==> src/rtl/line_raster_stream.sv <==
// Bresenham line rasteriser: takes one (x0,y0)->(x1,y1) command and streams its
// pixels one per cycle over a valid/ready interface, with abort and endpoint exclusion.
module line_raster_stream #(
  parameter int CW = 8
) (
  input  logic          clk,
  input  logic          n_rst,
  input  logic          start,
  input  logic [CW-1:0] x0,
  input  logic [CW-1:0] y0,
  input  logic [CW-1:0] x1,
  input  logic [CW-1:0] y1,
  input  logic          include_last,
  input  logic          abort,
  output logic          busy,
  output logic          pix_valid,
  input  logic          pix_ready,
  output logic [CW-1:0] pix_x,
  output logic [CW-1:0] pix_y,
  output logic          pix_last,
  output logic          done
);

  localparam logic [1:0] S_IDLE = 2'd0;
  localparam logic [1:0] S_RUN  = 2'd1;
  localparam logic [1:0] S_DONE = 2'd2;
  localparam logic [CW-1:0] ONE = {{(CW-1){1'b0}}, 1'b1};

  logic [1:0]           state;
  logic [CW-1:0]        cur_x, cur_y, end_x, end_y;
  logic signed [CW+1:0] dx_r, dy_r, err_r;
  logic                 sx_neg, sy_neg, incl_r;

  logic signed [CW+1:0] diff_x, diff_y, dx_in, dy_in, err_next;
  logic signed [CW+2:0] e2, dx_ext, dy_ext;
  logic                 step_x, step_y, accept, zero_len;
  logic [CW-1:0]        nx, ny;

  // Command-side setup: magnitudes and step directions from the raw endpoints.
  always_comb begin
    diff_x   = signed'({2'b00, x1}) - signed'({2'b00, x0});
    diff_y   = signed'({2'b00, y1}) - signed'({2'b00, y0});
    dx_in    = diff_x[CW+1] ? -diff_x : diff_x;
    dy_in    = diff_y[CW+1] ? diff_y : -diff_y;
    zero_len = (x0 == x1) && (y0 == y1) && !include_last;
  end

  // NOTE: every signal gets a value on every path through always_comb, so no latch is inferred.
  always_comb begin
    e2       = {err_r, 1'b0};
    dx_ext   = {dx_r[CW+1], dx_r};
    dy_ext   = {dy_r[CW+1], dy_r};
    step_x   = (e2 >= dy_ext);
    step_y   = (e2 <= dx_ext);
    err_next = err_r + (step_x ? dy_r : '0) + (step_y ? dx_r : '0);
    nx       = cur_x;
    ny       = cur_y;
    if (step_x) nx = sx_neg ? cur_x - ONE : cur_x + ONE;
    if (step_y) ny = sy_neg ? cur_y - ONE : cur_y + ONE;
  end

  assign busy      = (state != S_IDLE);
  assign pix_valid = (state == S_RUN);
  assign done      = (state == S_DONE);
  assign pix_x     = cur_x;
  assign pix_y     = cur_y;
  assign accept    = pix_valid && pix_ready;

  // With the endpoint excluded, the final beat is the one whose next step lands on it.
  assign pix_last = pix_valid &&
                    (incl_r ? ((cur_x == end_x) && (cur_y == end_y))
                            : ((nx == end_x) && (ny == end_y)));

  // NOTE: sequential state uses non-blocking assignments so all registers update together.
  always_ff @(posedge clk or negedge n_rst) begin
    if (!n_rst) begin
      state  <= S_IDLE;
      cur_x  <= '0;
      cur_y  <= '0;
      end_x  <= '0;
      end_y  <= '0;
      dx_r   <= '0;
      dy_r   <= '0;
      err_r  <= '0;
      sx_neg <= 1'b0;
      sy_neg <= 1'b0;
      incl_r <= 1'b0;
    end else if (abort) begin
      state <= S_IDLE;
    end else begin
      case (state)
        S_IDLE: begin
          if (start) begin
            cur_x  <= x0;
            cur_y  <= y0;
            end_x  <= x1;
            end_y  <= y1;
            dx_r   <= dx_in;
            dy_r   <= dy_in;
            err_r  <= dx_in + dy_in;
            sx_neg <= diff_x[CW+1];
            sy_neg <= diff_y[CW+1];
            incl_r <= include_last;
            state  <= zero_len ? S_DONE : S_RUN;
          end
        end
        S_RUN: begin
          if (accept) begin
            cur_x <= nx;
            cur_y <= ny;
            err_r <= err_next;
            if (pix_last) state <= S_DONE;
          end
        end
        S_DONE:  state <= S_IDLE;
        default: state <= S_IDLE;
      endcase
    end
  end

endmodule

==> config.mk <==
export PLATFORM = sky130hd
export DESIGN_NAME = line_raster_stream
export DESIGN_NICKNAME = d
export VERILOG_FILES = /design/src/rtl/line_raster_stream.sv
export SDC_FILE = /design/constraint.sdc
export NUM_CORES = 1
export LEC_CHECK = 0
export BUFFER_PORTS_ARGS = -buffer_cell sky130_fd_sc_hd__buf_2
export CAP_MARGIN = 20
export CORE_UTILIZATION = 55
export CTS_BUF_LIST = sky130_fd_sc_hd__clkbuf_8
export CTS_CLUSTER_DIAMETER = 150
export CTS_CLUSTER_SIZE = 12
export DETAILED_ROUTE_END_ITERATION = 6
export PLACE_DENSITY = 0.75
export RECOVER_POWER = 50
export SETUP_SLACK_MARGIN = 0.5
export SLEW_MARGIN = 0
export SYNTH_ARGS = -nofsm -noshare
export SYNTH_HDL_FRONTEND = slang
export SYNTH_SLANG_ARGS = --single-unit
==> constraint.sdc <==
create_clock -name clk -period 7.6 [get_ports clk]
set_input_delay 1.14 -clock clk [delete_from_list [all_inputs] [get_ports clk]]
set_output_delay 1.14 -clock clk [all_outputs]
set_load 0.1 [all_outputs]
==> results of run 1 <==
metal layers:
metal  up-vias  GRT usage [%]  share of wire (%)
li1       2890              -                  -
met1      2830          39.75                 44
met2       240          49.39                 46
met3        55          4.483                6.2
met4         0          16.31                4.1
met5         -              0                  0
layout by cell type (no fill, tap or decap), drive strengths merged, types with 14 or more instances in the layout:
cell | Yosys | routed
buf | 1 | 58
nand2 | 101 | 101
xor2 | 18 | 18
fa | 15 | 15
o21ai | 65 | 65
inv | 63 | 65
nor2 | 72 | 72
dfrtp | 67 | 67
xnor2 | 46 | 46
o22ai | 20 | 20
ha | 67 | 67
a21oi | 54 | 54
nor2b | 14 | 14
clkbuf | 23 | 15
sequential cells by signal, summed over array words and instances, names as in the netlist:
signal	cells
pix_y	8
incl_r	1
err_r	10
sy_neg	1
dy_r	10
dx_r	10
end_x	8
pix_x	8
state	2
end_y	8
sx_neg	1
area by class of cell:
| type | instances | share of cell area, % |
|---|---|---|
| timing repair buffer | 62 | 4.380 |
| clock inverter | 4 | 0.5957 |
| inverter | 63 | 3.311 |
| tap | 143 | 2.505 |
| clock buffer | 11 | 2.120 |
| multi-input combinational | 643 | 63.61 |
| sequential | 67 | 23.48 |
cell usage after synthesis (3+ instances only):
library cell	number	share of area, %
a211oi_1	7	0.80
a21o_1	10	1.1
a21oi_1	54	4.1
a31oi_1	3	0.29
and2_1	12	1.1
and3_1	3	0.29
clkbuf_1	23	1.3
dfrtp_1	67	26
fa_1	15	4.6
ha_1	67	13
inv_1	63	3.6
mux2_2	4	0.69
mux2i_1	5	0.76
nand2_1	101	5.8
nand2b_1	5	0.48
nand3_1	8	0.61
nand3b_1	3	0.34
nand4_1	9	0.86
nor2_1	72	4.1
nor2b_1	14	1.3
nor3_1	12	0.92
nor4_1	7	0.67
o211ai_1	3	0.34
o21a_1	6	0.69
o21ai_0	40	3.1
o21ai_1	25	1.9
o21bai_1	4	0.46
o22ai_1	20	1.9
o31a_1	3	0.40
or2_1	3	0.29
or2_2	5	0.48
or3_1	7	0.67
xnor2_1	45	6.0
xnor3_1	3	1.0
xor2_1	18	2.4
report_power, final:
part	total [W]	switching (W)	internal (W)
clock network	0.000313	0.000149	0.000165
logic	0.00219	0.00134	0.000853
registers	0.000599	0.000140	0.000459
worst min-delay path, cell delays in order (launching register included):
cell     delay, ns
dfrtp_1       0.36
nand2_1       0.06
nand2_1       0.06
how the worst max path moves through the flow:
stage	start	depth (start not counted)	to	slack, ns
after detailed placement	x1[0]	21	err_r[8]$_DFFE_PN0P_	2.69
after global placement	x1[0]	21	err_r[8]$_DFFE_PN0P_	2.81
final	err_r[8]$_DFFE_PN0P_	10	pix_last	2.50
after CTS	err_r[8]$_DFFE_PN0P_	10	pix_last	2.50
after floorplan	pix_y[1]$_DFFE_PN0P_	9	pix_last	3.11
after global routing	dy_r[9]$_DFFE_PN0P_	11	pix_last	2.23
kinds of logic after synthesis:
kind of cell    count (synthesis)
fa+ha+maj                      82
mux                             9
compound gates                212
xor+xnor                       67
flops                          67
simple gates                  273
buf+inv                        87
per-stage QoR:
step	util [%]	instance area, um2	hold WS, ns
after floorplan	-	6548	0.4625
after global placement	60.55	6973	0.4816
after detailed placement	60.55	6973	0.4873
after CTS	62.23	7167	0.5069
after global routing	62.02	7142	0.5290
final	62.02	7142	0.5022
==> results.yml, run 1 <==
global_routing:
  grt_max_degree: 68
  grt_pass1_wl_um: 29610
  grt-ovfl-total: 0
  grt_use_total_pct: 30.60
  grt_pass1_vias: 6028
  grt_antenna_before_repair: 0
clock_network:
  clk_pin_slew_worst_paths_ns: 0.08
  cts_buffers: 9
  root_buffer: "clkbuf_8"
  clock-sinks: 67
  postCtsResizedCells: 0
  insertion_delay_ns: 0.37
  h-tree-depth: 3
  cts_tree: "built"
  post_cts_buffers: 0
  clock_path_buffers: 2
  cts_hold_buf: 0
setup_path:
  r2r-end: "err_r[9]$_DFFE_PN0P_"
  r2r_setup_slack_ns: 2.80
  rr_worst_depth: 19
  cpLargestDelayFamily: "simple AND/OR/NAND/NOR gates"
  worst-path-max-fanout: 12
  cp_cell_sequence: "ha_1, and4_1, and2_1, a32o_1, nor2_1, nand3_1, a32o_1, nor4_1, a31o_4, buf_2"
  cp_slowest_cell: "nor2_1"
  cpMostUsedCell: "a32o_1"
  slowest_delay_ns: 0.81
  cp-start-kind: "flop"
  worstSetupPathType: "reg -> out"
  timing.rr.start: "err_r[8]$_DFFE_PN0P_"
  cp.arrival_ns: 3.96
  crit_required_ns: 6.46
  cp_num_buf_inv: 1
  cp-end-kind: "primary output"
place:
  dpl.cell_count: 978
  routabilityCongestion: 0.9280
  dpl_worst_slack_ns: 2.688
  hpwl_um: 13490
  portBuffers: 57
routing:
  dr_total_vias: 6015
  first_iter_violations: 417
  drt_first_pass_iters: 5
  wl_um: 18020
  antenna_left: 0
  wl_per_cell_um: 18.14
  via_per_inst: 6.057
  drc: 0
finish:
  regArea_um2: 1677
  syn2layout_area_growth_pct: 9.077
  multi_input_area_um2: 4543
  final-instance-count-excl-fill: 993
  diodes: 0
  drive_gt1_share_pct: 10.82
  n_fill_cell: 1030
  layout.nets: 966
yosys:
  synth-simple-area-share_pct: 19.63
  avgSynthCellArea_um2: 8.215
  seq_area_frac_synth_pct: 25.61
  yosys-mux-area-fraction_pct: 1.452
  yosys_warnings: 0
  synth-xor-area-share_pct: 9.708
  synth_top_flop_cell: "dfrtp_1"
  synth_edf_count: 0
  synth_compound_area_share_pct: 21.21
  ys_types: 74
  netlist_area_um2: 6548
  netlist_instances: 797
  synth_adder_area_share_pct: 17.39
  syn_nets: 917
  synth_top_family_by_area: "compound AO/OA/AOI/OAI gates"
  async_reset_ff_share_pct: 100.0
  ys_ff_latch: 67
power:
  leakagePower_nw: 3.334
  power_w: 0.003104
  powerDensity_nw_per_um2: 434.7
  peakVddDrop_mv: 0.3423
hold_path:
  worstHoldStart: "end_x[7]$_DFFE_PN0P_"
  hp-class: "reg -> reg"
  min_to: "end_x[7]$_DFFE_PN0P_"
  hold_depth: 2
sta:
  tns_ns: 0
  clock-skew-final_ns: 0.008284
  worstMarginPinSlew_ns: 3.823
  drv_slew: 122
  fin_ws_ns: 2.501
  finalSetupViolCount: 0
  clock.fmax_mhz: 196.1
  hold_viol_final: 0
  rsz0062_at_grt: "no"
  slew_headroom_pct: -154.9
  period_minus_slack_ns: 5.099
  min_period_over_period_pct: 67.09
outcome:
  outcome: "finished with violations"
  violations: "capacitance limit, slew limit"
floorplan:
  io_pins: 58
  core_um2: 11520
  row_count: 39
  dieArea_um2: 12350
  die_w_um: 111.1
  chipHeight_um: 111.1
  start_util_pct: 56.86
flow_run:
  max-cap-violations: 2
Power figures use the tool's default switching activity.
==> run 2, diff against run 1 <==
--- a/config.mk
+++ b/config.mk
@@ -5,6 +5,7 @@
 export SDC_FILE = /design/constraint.sdc
 export NUM_CORES = 1
 export LEC_CHECK = 0
+export ABC_AREA = 1
 export BUFFER_PORTS_ARGS = -buffer_cell sky130_fd_sc_hd__buf_2
 export CAP_MARGIN = 20
 export CORE_UTILIZATION = 55
@@ -12,7 +13,7 @@
 export CTS_CLUSTER_DIAMETER = 150
 export CTS_CLUSTER_SIZE = 12
 export DETAILED_ROUTE_END_ITERATION = 6
-export PLACE_DENSITY = 0.75
+export PLACE_DENSITY = 0.74
 export RECOVER_POWER = 50
 export SETUP_SLACK_MARGIN = 0.5
 export SLEW_MARGIN = 0
==> constraint.sdc (replaced) <==
create_clock -name clk -period 5 [get_ports clk]
set_input_delay 0.75 -clock clk [delete_from_list [all_inputs] [get_ports clk]]
set_output_delay 0.75 -clock clk [all_outputs]
set_load 0.1 [all_outputs]
==> run 2 against run 1 <==
Compared with the run above:
- the run ends with DRC, capacitance limit, slew limit left
- flip-flop and latch count did not move
- final area rose by 2.5%
- core utilization rose by 1.0 points
- die area rose by 1.4%
- critical path depth rose by 6
- critical path type unchanged
- largest cell class unchanged
==> results.yml, run 2 <==
setup_path:
  worstSetupPathType: "reg -> out"
  worst-path-max-fanout: 17
  crit_required_ns: 4.25
  cp.arrival_ns: 3.52
  cp-start-kind: "flop"
  cp-end-kind: "primary output"
sta:
  clock.fmax_mhz: 234.0
  clock-skew-final_ns: 0.007645
  worstMarginPinSlew_ns: 2.215
  rsz0062_at_grt: "yes"
  period_minus_slack_ns: 4.273
  drv_slew: 123
  hold_slack_ns: 0.4903
  hold_viol_final: 0
  fin_ws_ns: 0.7266
  tns_ns: 0
  finalSetupViolCount: 0
  min_period_over_period_pct: 85.47
  slew_headroom_pct: -47.68
floorplan:
  dieArea_um2: 12520
  start_util_pct: 57.20
  core_um2: 11610
  chipHeight_um: 111.9
  row_count: 39
  io_pins: 58
  die_w_um: 111.9
place:
  routabilityCongestion: 0.8820
  portBuffers: 57
  hpwl_um: 13230
  dpl_worst_slack_ns: 0.3894
yosys:
  yosysMostFrequentCell: "nand2_1"
  syn_nets: 1079
  ys_ff_latch: 67
  synthTopCellsByArea: "dfrtp_1 (25%), nand2_1 (13%), ha_1 (13%)"
  synth_edf_count: 0
  synth_top_flop_cell: "dfrtp_1"
  netlist_area_um2: 6643
  avgSynthCellArea_um2: 6.927
  post-synth-top-area-cell: "dfrtp_1"
  synth.top_cell.area_share_pct: 25.24
  async_reset_ff_share_pct: 100.0
  ys_top_cells_by_count: "nand2_1 (225), inv_1 (158), o21ai_0 (77)"
  seq_area_frac_synth_pct: 25.24
  yosys_warnings: 0
  ys_types: 42
  netlist_instances: 959
global_routing:
  grt_pass1_wl_um: 29150
  grt_max_degree: 53
  grt-ovfl-total: 0
  grt_antenna_before_repair: 0
  grt_pass1_vias: 5916
  grt_use_total_pct: 30.00
finish:
  layout.nets: 1133
  final_cell_mix: "nand2_1 (224), inv_1 (159), o21ai_0 (77), nor2_1 (71), ha_1 (66)"
  drive_gt1_share_pct: 10.13
  syn2layout_area_growth_pct: 10.21
  final_common_cell: "nand2_1"
  diodes: 0
  largest_registers: "dx_r x10, dy_r x10, err_r x10"
clock_network:
  root_buffer: "clkbuf_8"
  cts_hold_buf: 0
  cts_tree: "built"
  clk_pin_slew_worst_paths_ns: 0.08
  clock-sinks: 67
  insertion_delay_ns: 0.37
  h-tree-depth: 3
  cts_buffers: 9
  clock_path_buffers: 2
outcome:
  violations: "DRC, capacitance limit, slew limit"
  outcome: "finished with violations"
routing:
  antenna_left: 0
  wl_um: 17670
  first_iter_violations: 421
  dr_total_vias: 6314
  via_per_inst: 5.443
  drc: 6
  wl_per_cell_um: 15.23
  drt_first_pass_iters: 7
hold_path:
  hp-class: "reg -> reg"
flow_run:
  max-cap-violations: 3
run 2: cell count changes in the layout (fill, tap and decap cells not counted), sizes merged, moves of 8 or more:
cell,previous run,this run
or2,10,2
inv,65,161
and2,12,2
nor2b,14,0
o21ai,65,77
nand2,101,231
a211oi,9,1
or3,8,0
nand3,8,64
xnor2,46,18
nand4,9,20
xor2,18,32
run 2: path summary, 6_finish.rpt:
path / to / slack [ns] / startpoint / cells past startpoint
worst max-delay path: pix_last / 0.73 / err_r[9]$_DFFE_PN0P_ / 16
worst min-delay path: dy_r[3]$_DFFE_PN0P_ / 0.49 / dy_r[3]$_DFFE_PN0P_ / 2
worst max register to register: err_r[9]$_DFFE_PN0P_ / 0.82 / err_r[9]$_DFFE_PN0P_ / 26
worst min register to register: dy_r[3]$_DFFE_PN0P_ / 0.49 / dy_r[3]$_DFFE_PN0P_ / 2
max in group asynchronous: state[0]$_DFFE_PN0P_ / 1.35 / n_rst / 2
min in group asynchronous: pix_x[5]$_DFFE_PN0P_ / 1.02 / n_rst / 1
run 2: what timing repair did:
action / CTS / global route
setup endpoints to repair: 1 / 4
pin swaps: 0 / 2
gates resized for setup: 1 / 11
buffers inserted: 0 / 1
run 2: critical path, stage by stage (launching register included):
cell	delay, ns
dfrtp_2	0.45
ha_1	0.40
nand2_1	0.12
nor2_2	0.15
and2_4	0.19
nand4_4	0.19
nand3_4	0.19
buf_4	0.29
nand2_1	0.13
nand2_1	0.08
nand2_1	0.06
nand2_1	0.06
nand2_1	0.07
nor2_1	0.13
nand3_1	0.13
a21boi_2	0.16
clkbuf_4	0.34
run 2: kinds of logic after synthesis:
group / Yosys count / synth area share, %
buf+inv: 185 / 10.72
simple gates: 407 / 26.69
compound gates: 168 / 13.62
fa+ha+maj: 82 / 17.14
xor+xnor: 50 / 6.593
flops: 67 / 25.24
run 2: cell type report:
type | instances | area (um2)
clock buffer | 13 | 178.9
clock inverter | 2 | 33.78
fill | 1084 | 4293
inverter | 162 | 610.6
multi-input combinational | 707 | 4288
sequential | 67 | 1680
tap | 143 | 178.9
timing repair buffer | 66 | 350.3
run 2: stage by stage:
| step | instances | utilization [%] | cell area (um2) |
|---|---|---|---|
| after floorplan | 959 | - | 6646 |
| after global placement | 1144 | 60.91 | 7074 |
| after detailed placement | 1144 | 60.91 | 7074 |
| after CTS | 1159 | 62.77 | 7289 |
| after global routing | 1160 | 63.04 | 7321 |
| final | 1160 | 63.04 | 7321 |
run 2: metal layers:
layer  GRT usage, %  wire [um]  up-vias
li1               -          -     3212
met1          40.23       8142     2890
met2          49.57       8110      187
met3          5.063       1094       25
met4          9.099        318        0
met5              0          0        -
Power of run 2 is left out: the tool's default activity adds up to more than one toggle a clock period on the data nets, which glitch-free logic cannot reach.
